[config.mk]
export PLATFORM = sky130hd
export DESIGN_NAME = frame_pad_writer_flat
export DESIGN_NICKNAME = d
export VERILOG_FILES = /design/src/rtl/frame_pad_writer_if.sv /design/src/rtl/frame_pad_writer.sv /design/src/flat_wrapper.sv
export SDC_FILE = /design/constraint.sdc
export NUM_CORES = 1
export LEC_CHECK = 0
export BUFFER_PORTS_ARGS = -buffer_cell sky130_fd_sc_hd__buf_2
export CAP_MARGIN = 25
export CORE_ASPECT_RATIO = 1.4
export CORE_UTILIZATION = 45
export DETAILED_ROUTE_END_ITERATION = 10
export PLACE_DENSITY = 0.66
export SETUP_SLACK_MARGIN = 0.3
export SYNTH_ARGS = -nofsm -noshare
export SYNTH_HDL_FRONTEND = slang
export SYNTH_SLANG_ARGS = --single-unit
[constraint.sdc]
create_clock -name d5m_clk -period 3.9 [get_ports d5m_clk]
set_clock_uncertainty 0.05 [all_clocks]
set_input_delay 0.195 -clock d5m_clk [delete_from_list [all_inputs] [get_ports d5m_clk]]
set_output_delay 0.195 -clock d5m_clk [all_outputs]
set_load 0.02 [all_outputs]
[src/rtl/frame_pad_writer_if.sv]
// Pixel-in / word-out handshake bundle for frame_pad_writer.
// master is the writer block, slave is the pixel source plus the bus it writes to.
interface frame_pad_writer_if;
    logic        iStart;
    logic [7:0]  iPixel;
    logic        iPixelValid;
    logic        oPixelReady;
    logic [18:0] write_addr;
    logic [31:0] iData;
    logic        iValid;
    logic        iWaitrequest;
    logic        oBusy;
    logic        oFrameDone;

    modport master (
        input  iStart, iPixel, iPixelValid, iWaitrequest,
        output oPixelReady, write_addr, iData, iValid, oBusy, oFrameDone
    );

    modport slave (
        output iStart, iPixel, iPixelValid, iWaitrequest,
        input  oPixelReady, write_addr, iData, iValid, oBusy, oFrameDone
    );
endinterface

[src/rtl/frame_pad_writer.sv]
// Wraps a WIDTHxHEIGHT pixel stream in a one-byte PAD_VALUE border and writes it as little-endian 32-bit words.
// One byte per unstalled cycle; a word appears the cycle after its 4th byte and is held while iWaitrequest stalls it.
module frame_pad_writer #(
    parameter int          WIDTH     = 320,
    parameter int          HEIGHT    = 240,
    parameter logic [18:0] BASE_ADDR = 19'd0,
    parameter logic [7:0]  PAD_VALUE = 8'h00
) (
    input  logic                 d5m_clk,
    input  logic                 reset,
    frame_pad_writer_if.master   bus
);

    localparam int CW = $clog2(WIDTH + 2) + 1;
    localparam int RW = $clog2(HEIGHT + 1) + 1;

    typedef enum logic [2:0] {IDLE, TOP, LEFT, PIX, RIGHT, BOTTOM, FLUSH} state_t;

    state_t        state, state_nxt;
    logic [CW-1:0] col_cnt, col_nxt;
    logic [RW-1:0] row_cnt, row_nxt;
    logic [1:0]    lane;
    logic [23:0]   word_buf;
    logic [18:0]   next_addr;
    logic [7:0]    byte_dat;
    logic          stall, accept, byte_en, start, frame_done;

    assign stall  = bus.iValid && bus.iWaitrequest;
    assign accept = bus.iValid && !bus.iWaitrequest;

    always_ff @(posedge d5m_clk or posedge reset) begin
        if (reset) begin
            state   <= IDLE;
            col_cnt <= '0;
            row_cnt <= '0;
        end else begin
            state   <= state_nxt;
            col_cnt <= col_nxt;
            row_cnt <= row_nxt;
        end
    end

    always_comb begin
        state_nxt  = state;
        col_nxt    = col_cnt;
        row_nxt    = row_cnt;
        byte_en    = 1'b0;
        byte_dat   = PAD_VALUE;
        start      = 1'b0;
        frame_done = 1'b0;
        case (state)
            IDLE: begin
                if (bus.iStart) begin
                    state_nxt = TOP;
                    col_nxt   = '0;
                    row_nxt   = '0;
                    start     = 1'b1;
                end
            end
            TOP: begin
                byte_en = !stall;
                if (byte_en) begin
                    if (col_cnt == CW'(WIDTH + 1)) begin
                        state_nxt = LEFT;
                        col_nxt   = '0;
                    end else begin
                        col_nxt = col_cnt + CW'(1);
                    end
                end
            end
            LEFT: begin
                byte_en = !stall;
                if (byte_en) state_nxt = PIX;
            end
            PIX: begin
                byte_en  = !stall && bus.iPixelValid;
                byte_dat = bus.iPixel;
                if (byte_en) begin
                    if (col_cnt == CW'(WIDTH - 1)) begin
                        state_nxt = RIGHT;
                        col_nxt   = '0;
                    end else begin
                        col_nxt = col_cnt + CW'(1);
                    end
                end
            end
            RIGHT: begin
                byte_en = !stall;
                if (byte_en) begin
                    if (row_cnt == RW'(HEIGHT - 1)) begin
                        state_nxt = BOTTOM;
                        row_nxt   = '0;
                    end else begin
                        state_nxt = LEFT;
                        row_nxt   = row_cnt + RW'(1);
                    end
                end
            end
            BOTTOM: begin
                byte_en = !stall;
                if (byte_en) begin
                    if (col_cnt == CW'(WIDTH + 1)) begin
                        state_nxt = FLUSH;
                        col_nxt   = '0;
                    end else begin
                        col_nxt = col_cnt + CW'(1);
                    end
                end
            end
            FLUSH: begin
                // Odd frame sizes leave a partial word: fill its upper lanes with pad first.
                byte_en = (lane != 2'd0) && !stall;
                if ((lane == 2'd0) && !stall) begin
                    state_nxt  = IDLE;
                    frame_done = 1'b1;
                end
            end
            default: state_nxt = IDLE;
        endcase
    end

    always_ff @(posedge d5m_clk or posedge reset) begin
        if (reset) begin
            lane           <= 2'd0;
            word_buf       <= '0;
            next_addr      <= BASE_ADDR;
            bus.iData      <= '0;
            bus.write_addr <= BASE_ADDR;
            bus.iValid     <= 1'b0;
        end else begin
            if (start) begin
                lane      <= 2'd0;
                next_addr <= BASE_ADDR;
            end else if (byte_en) begin
                if (lane == 2'd3) begin
                    bus.iData      <= {byte_dat, word_buf};
                    bus.write_addr <= next_addr;
                    next_addr      <= next_addr + 19'd4;
                end else begin
                    word_buf[{lane, 3'b000} +: 8] <= byte_dat;
                end
                lane <= lane + 2'd1;
            end
            // A completing word can only be produced when the held one is leaving, so no bubble is needed.
            if (byte_en && (lane == 2'd3))
                bus.iValid <= 1'b1;
            else if (accept)
                bus.iValid <= 1'b0;
        end
    end

    assign bus.oPixelReady = (state == PIX) && !stall;
    assign bus.oBusy       = (state != IDLE);
    assign bus.oFrameDone  = frame_done;

endmodule

[src/flat_wrapper.sv]
// flat-port wrapper written by rule: the top's interface ports become plain ports
module frame_pad_writer_flat 
#(
    parameter int          WIDTH     = 320,
    parameter int          HEIGHT    = 240,
    parameter logic [18:0] BASE_ADDR = 19'd0,
    parameter logic [7:0]  PAD_VALUE = 8'h00
)
  (d5m_clk, reset, bus_iStart, bus_iPixel, bus_iPixelValid, bus_iWaitrequest, bus_oPixelReady, bus_write_addr, bus_iData, bus_iValid, bus_oBusy, bus_oFrameDone);
  frame_pad_writer_if bus_i ();
  input  logic d5m_clk;
  input  logic reset;
  input wire logic [$bits(bus_i.iStart)-1:0] bus_iStart;
  input wire logic [$bits(bus_i.iPixel)-1:0] bus_iPixel;
  input wire logic [$bits(bus_i.iPixelValid)-1:0] bus_iPixelValid;
  input wire logic [$bits(bus_i.iWaitrequest)-1:0] bus_iWaitrequest;
  output wire logic [$bits(bus_i.oPixelReady)-1:0] bus_oPixelReady;
  output wire logic [$bits(bus_i.write_addr)-1:0] bus_write_addr;
  output wire logic [$bits(bus_i.iData)-1:0] bus_iData;
  output wire logic [$bits(bus_i.iValid)-1:0] bus_iValid;
  output wire logic [$bits(bus_i.oBusy)-1:0] bus_oBusy;
  output wire logic [$bits(bus_i.oFrameDone)-1:0] bus_oFrameDone;
  assign bus_i.iStart = bus_iStart;
  assign bus_i.iPixel = bus_iPixel;
  assign bus_i.iPixelValid = bus_iPixelValid;
  assign bus_i.iWaitrequest = bus_iWaitrequest;
  assign bus_oPixelReady = bus_i.oPixelReady;
  assign bus_write_addr = bus_i.write_addr;
  assign bus_iData = bus_i.iData;
  assign bus_iValid = bus_i.iValid;
  assign bus_oBusy = bus_i.oBusy;
  assign bus_oFrameDone = bus_i.oFrameDone;
  frame_pad_writer #(.WIDTH(WIDTH), .HEIGHT(HEIGHT), .BASE_ADDR(BASE_ADDR), .PAD_VALUE(PAD_VALUE)) u_core (.d5m_clk(d5m_clk), .reset(reset), .bus(bus_i));
endmodule
==> results.cfg, run 1 <==
[outcome]
status = complete, no violations

[clock_network]
cts_resized = 0
cts_tree = built
htree_levels = 4
cts_buffers = 17
clockBufferDepth = 2
worstSkewPairLatency_ns = 0.41
clock-sinks = 115
clk_pin_slew_ns = 0.05
root_buffer = clkbuf_16

[logic_synthesis]
synth_edf_count = 0
synthTopCellsByCount = nand2_1, dfrtp_1, nor2_1
netlist_area_um2 = 5405
yosysMostFrequentCell = nand2_1
syn_inst = 575
yosys.area.top_type_share = 0.5324
ys_top_cells_by_area = dfrtp_1, nand2_1, mux2_2
synth_flop_cell = dfrtp_1
yosys_warnings = 0
async_flop_share = 1.000
synth.distinct_cells = 53
ys_ff_latch = 115
avgSynthCellArea_um2 = 9.400
ys_seq_area_frac = 0.5324
synth_area_leader_cell = dfrtp_1

[placed_design]
placed_area_um2 = 5826
io_buffer_count = 65
dp_slack_ns = 1.209
hpwl_mm = 8.399
gp_congestion = 0.8701

[worst_setup_path]
setup.worst_path.end_class = flip-flop
cp_max_fo = 10
worst-endpoint-arrival_ns = 2.95
cp-start-kind = flip-flop
slowest_stage = a211o_1
critPathMaxStageDelay_ns = 0.51
cp.required_ns = 4.13
crit_chain = inv_1, ha_1, a22o_1, a211o_1, nor3b_4, mux2_2
crit_type = flip-flop to flip-flop

[power_and_ir_drop]
pwr-share-clk = 0.339
power_uw = 4827
p_leak_uw = 0.003286
swShare = 0.3592
cellPowerDensity_nw_per_um2 = 743.8
p_comb_frac = 0.302
irDropWorstVdd_mv = 0.4211
p_int_uw = 3094
power.switching_uw = 1734
power_frac_seq = 0.359

[floorplan]
die_w_um = 94.63
row_count = 47
ios = 68
die-area_um2 = 12460
coreArea_um2 = 11760
die_y_um = 131.7
start_util = 0.4596

[sta]
slew_headroom = 0.3764
rsz0062_at_grt = false
clock.fmax_ghz = 0.3677
fin_ws_ns = 1.180
fin_setup_tns_ns = 0
hold_viol_final = 0
finalCritPeriodShare = 0.6973
worstMarginPinSlew_ns = 0.9283
setup_viol = 0
period_needed_ns = 2.720
slew_viol_final = 0

[cells_and_area]
fillers = 1069
fin_util = 0.5518
syn_to_final_growth_pct = 20.07
final_net_count = 658
design_area_um2 = 6490
diodes = 0
drive_gt1_frac = 0.2083

[grt]
grtUsageTotal = 0.2121
grt_max_degree = 79
grt_pass1_wl_mm = 20.27
grt_pass1_vias = 4239
overflow = 0
antenna_found_initial = 0

[routing]
via_per_inst = 5.433
drt_pass1_iterations = 4
drt_iter0_drc = 289
ant_nets = 0
drc = 0
wl_mm = 12.11
wire_per_inst_um = 15.24
num_vias = 4319

[worst_hold_path]
hold_class = input pin to flip-flop

[job]
max-cap-violations = 0
cell usage in the layout (no fill, tap or decap), types with 9 or more instances in the layout:
cell type	instances
nand2_1	175
o31ai_1	12
nor2_1	38
o21ai_0	34
a21oi_1	11
clkbuf_16	17
buf_2	65
mux2_2	23
ha_1	9
inv_1	9
nand3_1	24
dfrtp_1	115
critical path, delay by kind of cell (launching register included):
kind / cells / cell delay (ns)
compound gates: 2 / 0.82
simple gates: 1 / 0.48
flops: 1 / 0.40
mux: 1 / 0.39
fa+ha+maj: 1 / 0.31
buf+inv: 1 / 0.14
power by group through the flow:
stage	Combinational [uW]	Sequential [uW]	Clock (uW)
2_1_floorplan	927	1860	0
3_3_place_gp	1420	1740	0
3_5_place_dp	1460	1750	0
4_1_cts	1460	1730	1670
5_1_grt	1620	1790	1730
6_report	1460	1730	1640
per-layer routing:
| metal | up-vias | global-route usage | part of all wire |
|---|---|---|---|
| met2 | 121 | 0.3585 | 0.53 |
| met1 | 2088 | 0.2481 | 0.41 |
| met3 | 20 | 0.06134 | 0.043 |
| met5 | - | 0 | 0 |
| met4 | 0 | 0.08418 | 0.023 |
| li1 | 2090 | - | - |
through the flow:
stage                     hold WS, ns  cells
after detailed placement       0.4017    762
after CTS                    0.007388    793
after global routing          0.05214    795
after global placement         0.3983    762
final                         0.03906    795
after floorplan                0.2810    576
path summary, 6_finish.rpt:
kind / startpoint / endpoint / slack [ns] / depth (start not counted)
max in group asynchronous: reset / u_core.word_buf[7] / 2.74 / 5
worst min-delay path: bus_iPixelValid / u_core.state[2] / 0.04 / 3
worst max register to register: u_core.lane[0] / u_core.word_buf[3] / 1.18 / 6
worst max-delay path: u_core.lane[0] / u_core.word_buf[3] / 1.18 / 6
min in group asynchronous: reset / u_core.bus.iData[23] / 0.17 / 3
worst min register to register: u_core.word_buf[12] / u_core.bus.iData[12] / 0.41 / 2
cells by family after synthesis:
logic type,count (synthesis),synth area share
compound gates,84,0.09861
xor+xnor,1,0.001621
fa+ha+maj,9,0.02083
buf+inv,41,0.03380
flops,115,0.5324
mux,33,0.06690
other cells,1,0.0006938
simple gates,291,0.2451
layout make-up:
class / count / area (um2) / area share
Sequential cell: 115 / 2878 / 0.4434
Timing Repair Buffer: 72 / 400.4 / 0.06169
Clock buffer: 22 / 474.2 / 0.07307
Multi-Input combinational cell: 420 / 2361 / 0.3638
Inverter: 10 / 40.04 / 0.006169
Tap cell: 147 / 183.9 / 0.02834
Clock inverter: 9 / 152.6 / 0.02352
sequential cells by signal, summed over array words and instances, names as in the netlist:
| name | flops |
|---|---|
| u_core.word_buf | 24 |
| u_core.state | 3 |
| u_core.next_addr | 17 |
| u_core.row_cnt | 9 |
| u_core.bus.iData | 32 |
| u_core.bus.write_addr | 17 |
| u_core.col_cnt | 10 |
| u_core.bus.iValid | 1 |
| u_core.lane | 2 |
what timing repair did:
action | CTS | global route
endpoints found under the setup margin | 0 | 0
endpoints found under the hold margin | 0 | 76
hold buffers | 0 | 1
setup buffers | 0 | 0
(Power assumes the default switching activity.)
==> run 2, diff against run 1 <==
- PLACE_DENSITY: 0.66 -> 0.69
- clock period: 3.9 -> 2.45 ns (I/O delays scaled with it)
==> results.cfg, run 2 (synthesis gave the netlist of run 1 again) <==
[clock_network]
cts_tree = built
clk_pin_slew_ns = 0.05
root_buffer = clkbuf_16
cts_buffers = 17
clock-sinks = 115
worstSkewPairLatency_ns = 0.41
htree_levels = 4
clockBufferDepth = 2

[sta]
slew_headroom = 0.5070
fin_setup_tns_ns = 0
finalCritPeriodShare = 0.8737
hold_viol_final = 0
slew_viol_final = 0
period_needed_ns = 2.141
worstMarginPinSlew_ns = 0.7379
rsz0062_at_grt = true
clock.fmax_ghz = 0.4672
setup_viol = 0

[floorplan]
start_util = 0.4596
coreArea_um2 = 11760
die-area_um2 = 12460
die_w_um = 94.63
ios = 68
die_y_um = 131.7
row_count = 47

[worst_setup_path]
reg2reg_slack_ns = 0.31
setup.worst_path.end_class = flip-flop
cp-startpoint = u_core.state[2]
worst-endpoint-arrival_ns = 2.38
slowest_stage = dfrtp_1
cp_max_fo = 8
reg2reg_from = u_core.state[2]
cp.required_ns = 2.69
crit_type = flip-flop to flip-flop
critPathMaxStageDelay_ns = 0.46
crit_chain = nand2b_4, a22o_1, a211o_4, nor3b_4, buf_12, mux2_2
cp-start-kind = flip-flop

[routing]
drt_iter0_drc = 246
num_vias = 4495
drt_pass1_iterations = 4
wl_mm = 13.46
wire_per_inst_um = 16.27
via_per_inst = 5.435
drc = 0
ant_nets = 0

[cells_and_area]
mostFrequentLayoutCell = nand2_1
final_cell_mix = nand2_1, dfrtp_1, buf_2
multi_input_area_um2 = 2471
top_regs = u_core.bus.iData x32, u_core.word_buf x24
diodes = 0
final_net_count = 693
top_register = u_core.bus.iData
drive_gt1_frac = 0.2647
fillers = 984
largest_reg_flops = 32
ff_latch_area_um2 = 2879
syn_to_final_growth_pct = 26.88

[grt]
overflow = 0
grt_pass1_wl_mm = 21.60
grtUsageTotal = 0.2253
grt_max_degree = 64
grt_pass1_vias = 4523
antenna_found_initial = 0

[outcome]
status = complete, no violations

[power_and_ir_drop]
cellPowerDensity_nw_per_um2 = 1186
power_uw = 8131
irDropWorstVdd_mv = 0.6648
p_leak_uw = 0.003486

[job]
max-cap-violations = 0

[placed_design]
io_buffer_count = 65
gp_congestion = 0.8565
hpwl_mm = 8.832

[worst_hold_path]
hold_class = input pin to flip-flop
min_from = bus_iPixel[5]
## run 2: cell count changes in the layout (fill, tap and decap cells not counted), moves of 2 or more
| cell | before | now |
|---|---|---|
| buf_12 | 0 | 4 |
| buf_4 | 5 | 34 |
| bufinv_16 | 4 | 2 |
| clkbuf_1 | 2 | 0 |
| clkbuf_8 | 3 | 6 |
| clkinvlp_4 | 3 | 1 |
| inv_1 | 9 | 7 |
| mux2_2 | 23 | 13 |
| mux2_4 | 0 | 11 |
| nor3_1 | 6 | 4 |
| nor3_4 | 0 | 2 |
## run 2: path summary, 6_finish.rpt
kind	end	cells past startpoint
setup / recovery	u_core.word_buf[19]	6
hold / removal	u_core.bus.iData[29]	3
setup reg to reg	u_core.word_buf[19]	6
hold reg to reg	u_core.bus.iData[8]	2
max in group asynchronous	u_core.bus.write_addr[12]	4
min in group asynchronous	u_core.bus.write_addr[7]	3
## run 2: worst max-delay path: cells and delay by family, from the launching register on
| kind | cells | cell delay (ns) |
|---|---|---|
| buffers and inverters | 1 | 0.16 |
| flip-flops | 1 | 0.46 |
| AO/OA/AOI/OAI | 2 | 0.59 |
| multiplexers | 1 | 0.34 |
| AND/OR/NAND/NOR | 2 | 0.41 |
## run 2: metrics by stage
| stage | setup slack (ns) | cells | hold slack [ns] | utilization | area, um2 |
|---|---|---|---|---|---|
| after floorplan | 0.2659 | 576 | 0.2085 | - | 5436 |
| after global placement | 0.2039 | 778 | 0.2097 | 0.5087 | 5983 |
| after detailed placement | 0.1146 | 778 | 0.2294 | 0.5087 | 5983 |
| after CTS | 0.3037 | 819 | 0.02639 | 0.5732 | 6741 |
| after global routing | 0.2332 | 827 | 0.03572 | 0.5831 | 6858 |
| final | 0.3094 | 827 | 0.04629 | 0.5831 | 6858 |
## run 2: metal layers
layer | vias to the layer above | part of all wire | GRT usage
li1 | 2155 | - | -
met1 | 2220 | 0.40 | 0.2637
met2 | 98 | 0.54 | 0.3905
met3 | 22 | 0.035 | 0.04919
met4 | 0 | 0.021 | 0.09259
met5 | - | 0 | 0
## run 2: final cells by class
class | instances | area share
multi-input cells | 420 | 0.3603
clock inverters | 5 | 0.01095
well taps | 147 | 0.02682
repair buffers | 107 | 0.1016
clock buffers | 23 | 0.07407
flip-flops and latches | 115 | 0.4198
inverters | 10 | 0.006386
## run 2: repair_timing
item,4_1_cts,5_1_grt
hold buffers,2,0
pin swaps,6,7
resized for setup,7,17
buffers inserted,10,8
cloned,1,0
hold endpoints to repair,32,0
setup endpoints to repair,41,56
## run 2: power breakdown
group,switching [uW],internal [uW]
registers,369,2380
clock network,806,1630
logic,1770,1180
total,2950,5190
==> run 3, diff against run 2 <==
--- a/constraint.sdc
+++ b/constraint.sdc
@@ -3,3 +3,3 @@
 set_input_delay 0.1225 -clock d5m_clk [delete_from_list [all_inputs] [get_ports d5m_clk]]
 set_output_delay 0.1225 -clock d5m_clk [all_outputs]
-set_load 0.02 [all_outputs]
+set_load 0.01 [all_outputs]
==> results.cfg, run 3 (synthesis gave the netlist of run 1 again) <==
[cells_and_area]
final_net_count = 693
top_register = u_core.bus.iData
drive_gt1_frac = 0.2662
top_regs = u_core.bus.iData x32, u_core.word_buf x24
fillers = 980
diodes = 0
syn_to_final_growth_pct = 27.13
design_area_um2 = 6872
mostFrequentLayoutCell = nand2_1
final_cell_mix = nand2_1, dfrtp_1, buf_2
largest_reg_flops = 32

[outcome]
status = complete, no violations

[grt]
grt_max_degree = 64
overflow = 0
antenna_found_initial = 0
grtUsageTotal = 0.2253
grt_pass1_wl_mm = 21.60
grt_pass1_vias = 4523

[routing]
drt_iter0_drc = 248
drt_pass1_iterations = 5
drc = 0
num_vias = 4493
via_per_inst = 5.433
wire_per_inst_um = 16.35
wl_mm = 13.52
ant_nets = 0

[sta]
hold_viol_final = 0
rsz0062_at_grt = true
slew_headroom = 0.5069
fin_setup_tns_ns = 0
finalCritPeriodShare = 0.8742
setup_viol = 0
clock.fmax_ghz = 0.4669
slew_viol_final = 0
period_needed_ns = 2.142
worstMarginPinSlew_ns = 0.7380

[worst_setup_path]
crit_type = flip-flop to flip-flop
worst-endpoint-arrival_ns = 2.38
cp.required_ns = 2.69
cp_max_fo = 8
cp-start-kind = flip-flop
setup.worst_path.end_class = flip-flop

[placed_design]
gp_congestion = 0.8565
placed_area_um2 = 5983
hpwl_mm = 8.832
io_buffer_count = 65

[power_and_ir_drop]
cellPowerDensity_nw_per_um2 = 1158
p_leak_uw = 0.003486
irDropWorstVdd_mv = 0.6678

[floorplan]
die_w_um = 94.63
start_util = 0.4596
row_count = 47
die-area_um2 = 12460
die_y_um = 131.7
ios = 68
coreArea_um2 = 11760

[job]
max-cap-violations = 0

[clock_network]
clockBufferDepth = 2
cts_buffers = 17
root_buffer = clkbuf_16
clock-sinks = 115
worstSkewPairLatency_ns = 0.41
htree_levels = 4
clk_pin_slew_ns = 0.05
cts_tree = built

[worst_hold_path]
hold_class = input pin to flip-flop
## run 3: layout make-up
type | count | area (um2) | share of cell area
Multi-Input combinational cell | 420 | 2485 | 0.3616
Tap cell | 147 | 183.9 | 0.02677
Timing Repair Buffer | 107 | 696.9 | 0.1014
Clock inverter | 5 | 75.07 | 0.01092
Clock buffer | 23 | 508.0 | 0.07393
Inverter | 10 | 43.79 | 0.006373
Sequential cell | 115 | 2879 | 0.4190
## run 3: power breakdown
part	total (uW)	internal (uW)	switching [uW]
Sequential	2750	2380	374
Clock	2440	1630	811
Combinational	2760	1170	1590
## run 3: path summary, 6_finish.rpt
path	end	slack, ns	startpoint	cells after the start
max in group asynchronous	u_core.bus.iData[1]	1.24	reset	4
max reg2reg	u_core.word_buf[19]	0.31	u_core.lane[0]	7
min	u_core.bus.iData[29]	0.02	bus_iPixel[5]	3
min in group asynchronous	u_core.bus.write_addr[7]	0.33	reset	3
max	u_core.word_buf[19]	0.31	u_core.lane[0]	7
min reg2reg	u_core.bus.iData[8]	0.41	u_core.word_buf[8]	2
## run 3: stage by stage
stage               instances  worst slack (ns)  hold WS [ns]    util  power, uW
floorplan                 576            0.2659        0.2085       -       4285
CTS                       819            0.3037       0.02639  0.5732       7764
finish                    827            0.3081       0.02308  0.5843       7954
detailed placement        778            0.1146        0.2294  0.5087       5077
global placement          778            0.2039        0.2097  0.5087       4980
global route              827            0.2450       0.03572  0.5843       8407
## run 3: worst max-delay path, stage by stage (launching register included)
cell and delay [ns]:
dfrtp_1 0.40, inv_4 0.05, ha_4 0.17, a22o_1 0.23
a211o_4 0.39, nor3b_4 0.23, buf_12 0.16, mux2_2 0.34
## run 3: layer usage
metal | GRT usage | up-vias | part of all wire
met2 | 0.3905 | 125 | 0.54
met1 | 0.2637 | 2195 | 0.40
met3 | 0.04919 | 22 | 0.043
li1 | - | 2151 | -
met5 | 0 | - | 0
met4 | 0.09259 | 0 | 0.023
## run 3: repair_timing
| item | in CTS | in global routing |
|---|---|---|
| gates resized for setup | 7 | 19 |
| setup buffers | 10 | 8 |
| endpoints found under the hold margin | 32 | 0 |
| gates cloned | 1 | 0 |
| setup endpoints to repair | 41 | 56 |
| pin swaps | 6 | 8 |
| hold buffers | 2 | 0 |
